===== config.mk =====
export PLATFORM = sky130hd
export DESIGN_NAME = imem_program_loader
export DESIGN_NICKNAME = d
export VERILOG_FILES = /design/src/rtl/imem_program_loader.sv
export SDC_FILE = /design/constraint.sdc
export NUM_CORES = 1
export LEC_CHECK = 0
export BUFFER_PORTS_ARGS = -buffer_cell sky130_fd_sc_hd__buf_2
export CAP_MARGIN = 25
export CORE_ASPECT_RATIO = 1.1
export CORE_MARGIN = 2
export CORE_UTILIZATION = 45
export DETAILED_ROUTE_END_ITERATION = 8
export GPL_TIMING_DRIVEN = 0
export PLACE_DENSITY = 0.72
export SLEW_MARGIN = 10
export SYNTH_ARGS = -nofsm -noshare
export SYNTH_HDL_FRONTEND = slang
export SYNTH_SLANG_ARGS = --single-unit

===== constraint.sdc =====
create_clock -name clk -period 6.6 [get_ports clk]
set_input_delay 0.99 -clock clk [delete_from_list [all_inputs] [get_ports clk]]
set_output_delay 0.99 -clock clk [all_outputs]
set_load 0.05 [all_outputs]

===== src/rtl/imem_program_loader.sv =====
// imem_program_loader
//   Turns a valid/ready instruction stream into the fixed write sequence of the
//   cpuCore debug instruction port. The core stays in reset while the program
//   is written and is released in the cycle after the final write.
//
//   Each word: handshake (ACCEPT) -> SETTLE_CYCLES of stable address/data
//   (SETTLE) -> one-cycle write strobe (WRITE). If in_last has not been seen
//   after MAX_WORDS writes, the loader parks in ERROR with the core held in reset.
//
// Ports
//   clk, rst            core clock, synchronous active-high reset
//   load_start          start or restart a load (honoured in IDLE/RUN/ERROR)
//   in_valid/in_ready   stream handshake; in_instr data; in_last marks the final word
//   dbg_wr_en/addr/instr  cpuCore debug instruction write port
//   core_rst            reset to cpuCore (active-high)
//   busy, done, overflow_err, word_count   status
module imem_program_loader #(
    parameter int               XLEN               = 64,
    parameter int               INSTRUCTION_LENGTH = XLEN / 2,
    parameter logic [XLEN-1:0]  BASE_ADDR          = '0,
    parameter int               MAX_WORDS          = 1024,
    parameter int               SETTLE_CYCLES      = 2
) (
    input  logic                            clk,
    input  logic                            rst,
    input  logic                            load_start,
    input  logic                            in_valid,
    output logic                            in_ready,
    input  logic [INSTRUCTION_LENGTH-1:0]   in_instr,
    input  logic                            in_last,
    output logic                            dbg_wr_en,
    output logic [XLEN-1:0]                 dbg_addr,
    output logic [INSTRUCTION_LENGTH-1:0]   dbg_instr,
    output logic                            core_rst,
    output logic                            busy,
    output logic                            done,
    output logic                            overflow_err,
    output logic [$clog2(MAX_WORDS+1)-1:0]  word_count
);

    localparam int WCW         = $clog2(MAX_WORDS + 1);
    localparam int SCW         = (SETTLE_CYCLES > 1) ? $clog2(SETTLE_CYCLES) : 1;
    // The counter is loaded at the handshake and WRITE follows the cycle in
    // which it reads zero, so loading N-1 gives exactly N settle cycles.
    localparam int SETTLE_LOAD = (SETTLE_CYCLES > 0) ? SETTLE_CYCLES - 1 : 0;
    localparam logic [WCW-1:0] MAX_CNT = WCW'(MAX_WORDS);

    typedef enum logic [2:0] {
        S_IDLE,
        S_ACCEPT,
        S_SETTLE,
        S_WRITE,
        S_RUN,
        S_ERROR
    } state_t;

    state_t                          state, state_nx;
    logic [SCW-1:0]                  settle_cnt, settle_cnt_nx;
    logic                            last_q, last_nx;
    logic [XLEN-1:0]                 addr_nx;
    logic [INSTRUCTION_LENGTH-1:0]   instr_nx;
    logic [WCW-1:0]                  wc_nx;

    always_comb begin
        state_nx      = state;
        settle_cnt_nx = settle_cnt;
        last_nx       = last_q;
        addr_nx       = dbg_addr;
        instr_nx      = dbg_instr;
        wc_nx         = word_count;

        case (state)
            S_IDLE, S_RUN, S_ERROR: begin
                if (load_start) begin
                    state_nx = S_ACCEPT;
                    addr_nx  = BASE_ADDR;
                    wc_nx    = '0;
                end
            end
            S_ACCEPT: begin
                if (in_valid && in_ready) begin
                    instr_nx      = in_instr;
                    last_nx       = in_last;
                    settle_cnt_nx = SCW'(SETTLE_LOAD);
                    state_nx      = (SETTLE_CYCLES > 0) ? S_SETTLE : S_WRITE;
                end
            end
            S_SETTLE: begin
                if (settle_cnt == '0) begin
                    state_nx = S_WRITE;
                end else begin
                    settle_cnt_nx = settle_cnt - 1'b1;
                end
            end
            S_WRITE: begin
                wc_nx = word_count + 1'b1;
                // in_last on the MAX_WORDS-th word still counts as a clean finish.
                if (last_q) begin
                    state_nx = S_RUN;
                end else if (wc_nx == MAX_CNT) begin
                    state_nx = S_ERROR;
                end else begin
                    addr_nx  = dbg_addr + XLEN'(4);
                    state_nx = S_ACCEPT;
                end
            end
            default: state_nx = S_IDLE;
        endcase
    end

    // Outputs are registered copies of decodes of the next state, so each
    // output is valid in the same cycle as the state it describes.
    always_ff @(posedge clk) begin
        if (rst) begin
            state        <= S_IDLE;
            settle_cnt   <= '0;
            last_q       <= 1'b0;
            dbg_addr     <= BASE_ADDR;
            dbg_instr    <= '0;
            word_count   <= '0;
            in_ready     <= 1'b0;
            dbg_wr_en    <= 1'b0;
            busy         <= 1'b0;
            done         <= 1'b0;
            overflow_err <= 1'b0;
            core_rst     <= 1'b1;
        end else begin
            state        <= state_nx;
            settle_cnt   <= settle_cnt_nx;
            last_q       <= last_nx;
            dbg_addr     <= addr_nx;
            dbg_instr    <= instr_nx;
            word_count   <= wc_nx;
            in_ready     <= (state_nx == S_ACCEPT);
            dbg_wr_en    <= (state_nx == S_WRITE);
            busy         <= (state_nx == S_ACCEPT) || (state_nx == S_SETTLE) ||
                            (state_nx == S_WRITE);
            done         <= (state_nx == S_RUN);
            overflow_err <= (state_nx == S_ERROR);
            core_rst     <= (state_nx != S_RUN);
        end
    end

endmodule


==> metrics.txt, run 1 <==
status complete, no violations; area share of the largest cell type after synthesis 0.406; FF-to-FF Start word_count[0]$_SDFFE_PP0P_; row cnt 43; WHS Endpoint dbg_instr[5]$_SDFFE_PP0P_; Synth area leaders dfxtp_1 (41%), nand2_1 (8.4%), a21oi_1 (6.9%); Yosys cell types 52; RSZ-0062 raised after global routing false; Mapped Area between 5000 and 6000 µm²; Yosys reg bits 116; CTS Hold Bufs 0; worst vdd ir 0.198 mV; Post-synth top flop dfxtp_1; Initial Util 0.458; Max Fclk roughly 360 MHz; Core Area 12,500 µm²; Tmin final between 2 and 3 ns; Avg Cell Area, Syn slightly below 8 µm²; first-pass GRT wire length 28,200 µm; fraction of registers with async set/reset 0; antenna viol nets, final 0; reg2reg setup slack about 3.8 ns; Gate Count Post-Synth 724; Setup Crit Path Kind reg2reg; CTS tree done; vias per std cell a little under 6; Rel. slew slack 0.529; antenna violations before repair 0; Total GRT Usage 0.259; CTS H-tree depth 4; Area Growth Syn to Fin 27.4%; number of enable flip-flop cells after synthesis 0; drt pass-1 iters 7; Chip Width 111 µm; Worst Hold Class reg2reg; capture point of the worst reg-to-reg path dbg_addr[16]$_SDFFE_PP0P_; sequential cell area fraction in the yosys report 0.406; DRC 0; crit-path max cell delay between 0.4 and 0.5 ns; static leakage 2.91 nW; Worst R2R Path Depth 8; hold-critical path depth 2; Power Density 249 nW/µm²; most instantiated library cell after synthesis nand2_1; RePlAce Congestion slightly below 0.9; maximum clock path buffer count 2; critical path launch point type register; final hold violation count 0; initial DRC count 609; sequence of cells on the critical path ha_1, nand3_1, xor2_1, a31oi_1, o21ai_1, clkbuf_1, a21oi_1, mux2i_1; cell accounting for the most synthesized area dfxtp_1; final instance area about 7300 µm²; CTS Buf Count 17; dpl cell area 6650 µm²; Arr. time, crit path 3.16 ns; layout cells sized above 1 0.223; Required @ worst endpoint 6.95 ns; Synth top cells by count nand2_1 (128), dfxtp_1 (116), a21oi_1 (79); HPWL Detailed 12,600 µm; Die ar. 13,600 µm²; Worst-Margin Slew 0.704 ns; nets around 930; hold path startpoint dbg_instr[5]$_SDFFE_PP0P_; Max-Cap Viols 0; clk sinks roughly 120; IO Pins 150; root buffer cell clkbuf_16; total grt overflow 0; final setup vio count 0; TNS Setup 0 ns; clk slew on worst S/H paths 0.06 ns; Setup Buffers After CTS 0; ant diodes 0; slowest CP cell dfxtp_1; post-CTS sizing 0; via count 6,210; largest net degree at the start of global routing 17; Post-Route WL about 18,000 µm; worst skew pair latency 0.43 ns; final worst path period share 0.425; Setup crit end kind register; yosys warns 0; Final Max Tran Viols 0; height of the die 122 µm; WL/cell roughly 17 µm; clock skew 0.0121 ns; CP max FO 10; vias in the first global route 5,430; input/output buffers ~150
where the power goes:
part	internal, mW	switching (mW)
Sequential	0.708	0.00437
Combinational	0.0356	0.0895
Clock	0.618	0.360
Total	1.36	0.454
final cells by class:
class                           instances  area [µm²]
Timing Repair Buffer                  148         741
Multi-Input combinational cell        548        3140
Clock inverter                         13         171
Clock buffer                           19         453
Inverter                                6        22.5
Tap cell                              157         196
Sequential cell                       116        2320
Fill cell                            1204        5200
Buffer                                 55         235
sequential cells by signal, indices dropped and copies added (netlist names):
signal        cells
state             3
core_rst          1
overflow_err      1
dbg_wr_en         1
dbg_instr        32
word_count       11
last_q            1
dbg_addr         62
busy              1
settle_cnt        1
in_ready          1
done              1
cell usage in the layout, fill, tap and decap left out, types with 10 or more instances in the layout:
cell type  count
nand4_1       24
or3_1         49
clkbuf_16     17
nand3_1       41
o311ai_0      10
nor2_1        37
a21oi_1       79
clkbuf_1      42
dfxtp_1      116
nor3_1        13
buf_2        155
nand2_1      128
o21ai_0       18
and3_1        13
mux2i_1       30
o41ai_1       10
per-layer routing:
metal  track usage  share of wire
met3        0.0672          0.083
met4        0.0995          0.019
met2         0.425           0.48
met5             0              0
met1         0.330           0.41
how the worst max path moves through the flow:
stage | from | endpoint | slack, ns
floorplan | word_count[0]$_SDFFE_PP0P_ | dbg_addr[35]$_SDFFE_PP0P_ | 3.80
global placement | load_start | dbg_addr[8]$_SDFFE_PP0P_ | 3.72
detailed placement | load_start | dbg_addr[18]$_SDFFE_PP0P_ | 3.74
CTS | word_count[0]$_SDFFE_PP0P_ | dbg_addr[55]$_SDFFE_PP0P_ | 3.80
global route | word_count[0]$_SDFFE_PP0P_ | dbg_addr[16]$_SDFFE_PP0P_ | 3.46
finish | word_count[0]$_SDFFE_PP0P_ | dbg_addr[16]$_SDFFE_PP0P_ | 3.79
critical path: cells and delay by family, from the launching register on:
kind | cells | cell delay (ns)
simple gates | 1 | 0.27
flops | 1 | 0.48
fa+ha+maj | 1 | 0.31
mux | 1 | 0.21
compound gates | 3 | 0.89
buf+inv | 1 | 0.32
xor+xnor | 1 | 0.23
through the flow:
step	utilization	total power [mW]	std cells	hold slack [ns]	setup slack [ns]
after global routing	0.583	1.86	1062	0.482	3.46
after detailed placement	0.533	0.851	1029	0.443	3.74
after global placement	0.533	0.850	1029	0.439	3.72
after floorplan	-	0.809	725	0.455	3.80
final	0.583	1.81	1062	0.449	3.79
after CTS	0.583	1.82	1061	0.451	3.80
logic make-up after synthesis:
kind of cell             share of synthesized area
AO/OA/AOI/OAI                                0.170
XOR/XNOR                                   0.00306
adder cells (fa/ha/maj)                    0.00657
buffers and inverters                       0.0451
flip-flops                                   0.406
multiplexers                                0.0545
other                                     0.000656
AND/OR/NAND/NOR                              0.314
No activity file was read; power rests on OpenSTA's default activity.
==> run 2: changes to the inputs <==
--- a/config.mk
+++ b/config.mk
@@ -12,7 +12,7 @@
 export CORE_UTILIZATION = 45
 export DETAILED_ROUTE_END_ITERATION = 8
 export GPL_TIMING_DRIVEN = 0
-export PLACE_DENSITY = 0.72
+export PLACE_DENSITY = 0.74
 export SLEW_MARGIN = 10
 export SYNTH_ARGS = -nofsm -noshare
 export SYNTH_HDL_FRONTEND = slang
==> constraint.sdc (replaced) <==
create_clock -name clk -period 2.4 [get_ports clk]
set_input_delay 0.36 -clock clk [delete_from_list [all_inputs] [get_ports clk]]
set_output_delay 0.36 -clock clk [all_outputs]
set_load 0.05 [all_outputs]
==> metrics.txt, run 2 (synthesis results as in run 1) <==
wl on met1 7240 µm (-2.0%); RSZ-0062 raised after global routing true; WL met2 8580 µm (-1.1%); critical path launch point type register; ant diodes 0 (unchanged); Area Growth Syn to Fin 33.3%; Worst Hold Class in2reg; final setup vio count 6 (+6); Max-Cap Viols 0 (unchanged); height of the die 122 µm (unchanged); Setup Crit Path Kind reg2reg; CTS Hold Bufs 0 (unchanged); Rel. slew slack 0.563 (+0.0336); input/output buffers 147 (unchanged); CTS H-tree depth 4 (unchanged); maximum clock path buffer count 2 (unchanged); status finished, violations left; most frequent cells in the layout buf_2 (147), nand2_1 (128), dfxtp_1 (98); drt pass-1 iters 5 (-2); Top reg by flops dbg_addr; Final Max Tran Viols 0 (unchanged); CTS Buf Count 17 (unchanged); antenna viol nets, final 0 (unchanged); RePlAce Congestion 0.865 (-2.1%); CTS tree done; first-pass GRT wire length 27,900 µm (-1.0%); Tot Pwr 4.72 mW (+160%); vias in the first global route 5,581 (+2.8%); worst vdd ir 0.457 mV (+130%); Initial Util 0.458 (unchanged); IO Pins 150 (unchanged); Setup crit end kind register; Required @ worst endpoint 2.69 ns (-4.26 ns); Core Area 12,500 µm² (unchanged); Fin Hold WS 0.170 ns (-0.279 ns); largest net degree at the start of global routing 20 (+3); Tmin final 2.42 ns (-0.382 ns); CP max FO 8 (-2); row cnt 43 (unchanged); Worst-Margin Slew 0.656 ns (-0.0479 ns); static leakage 3.05 nW (+4.9%); WL/cell 16.7 µm (-1.2%); failing checks negative setup slack; Total GRT Usage 0.255 (-0.00429); most common cell after layout, fill and taps aside buf_2; clk sinks 116 (unchanged); DRC 0 (unchanged); final hold violation count 0 (unchanged); nets 940 (+0.86%); via count 6,190 (-0.32%); Max Fclk 412 MHz (+16%); Arr. time, crit path 2.72 ns (-0.44 ns); FILL cells 1,107 (-8.1%); top flop regs dbg_addr: 62 flops, dbg_instr: 32 flops, word_count: 11 flops; Die ar. 13,600 µm² (unchanged); vias per std cell 5.79 (-1.1%); layout cells sized above 1 0.292 (+0.0692); final worst path period share 1.01 (+0.585); TNS Setup -0.0891 ns (-0.0891 ns); HPWL Detailed 12,500 µm (-0.53%); worst skew pair latency 0.42 ns (about the same); Post-Route WL 17,800 µm (-0.41%); Place WS -0.202 ns (-3.94 ns); clk slew on worst S/H paths 0.06 ns (about the same); total grt overflow 0 (unchanged); Power Density 620 nW/µm² (+150%); met3 routed WL 1660 µm (+11%); initial DRC count 591 (-3.0%); clock skew 0.0103 ns (-0.00180 ns); max reg flops 62 (unchanged); Highest Signal Layer met4; antenna violations before repair 0 (unchanged); root buffer cell clkbuf_16; PnR worst setup slack -0.0246 ns (-3.82 ns); Chip Width 111 µm (unchanged)
[run 2: timing repair]
item,4_1_cts,5_1_grt
pin swaps,1,26
setup buffers,2,9
setup endpoints to repair,61,72
resized for setup,11,64
[run 2: worst paths after layout]
kind | startpoint | endpoint | slack [ns] | cells after the start
setup / recovery | word_count[5]$_SDFFE_PP0P_ | dbg_addr[45]$_SDFFE_PP0P_ | -0.02 | 9
hold reg to reg | dbg_instr[21]$_SDFFE_PP0P_ | dbg_instr[21]$_SDFFE_PP0P_ | 0.45 | 2
hold / removal | in_instr[1] | dbg_instr[1]$_SDFFE_PP0P_ | 0.17 | 3
setup reg to reg | word_count[5]$_SDFFE_PP0P_ | dbg_addr[45]$_SDFFE_PP0P_ | -0.02 | 9
[run 2: layout make-up]
cell class	count	area (µm²)	share of cell area
tap	157	196	0.0258
clock inverter	13	124	0.0163
buffer	53	294	0.0386
multi-input combinational	548	3330	0.437
clock buffer	19	443	0.0581
timing repair buffer	158	851	0.112
inverter	6	22.5	0.00296
sequential	116	2360	0.310
[run 2: per-stage QoR]
| step | instances | util | cell area, µm² |
|---|---|---|---|
| finish | 1070 | 0.610 | 7620 |
| global route | 1070 | 0.610 | 7620 |
| CTS | 1062 | 0.587 | 7320 |
| detailed placement | 1029 | 0.536 | 6690 |
| global placement | 1029 | 0.536 | 6690 |
| floorplan | 725 | - | 5760 |
[run 2: worst max-delay path, stage by stage, from the launching register on]
cell and delay [ns]:
dfxtp_2 0.40, and3_1 0.29, nand4_4 0.12, or4_4 0.58, a211oi_4 0.26, buf_6 0.18
buf_6 0.14, buf_8 0.13, buf_12 0.12, o41ai_1 0.07
[run 2: report_power, final]
part	total [mW]	switching [mW]	internal, mW
sequential	1.95	0.0118	1.94
clock	2.42	0.962	1.46
combinational	0.351	0.248	0.103
[run 2: per-layer routing]
metal  GRT usage  up-vias
met5           0        -
met3      0.0775       35
li1            -     3001
met2       0.414      296
met1       0.321     2858
met4      0.0965        0
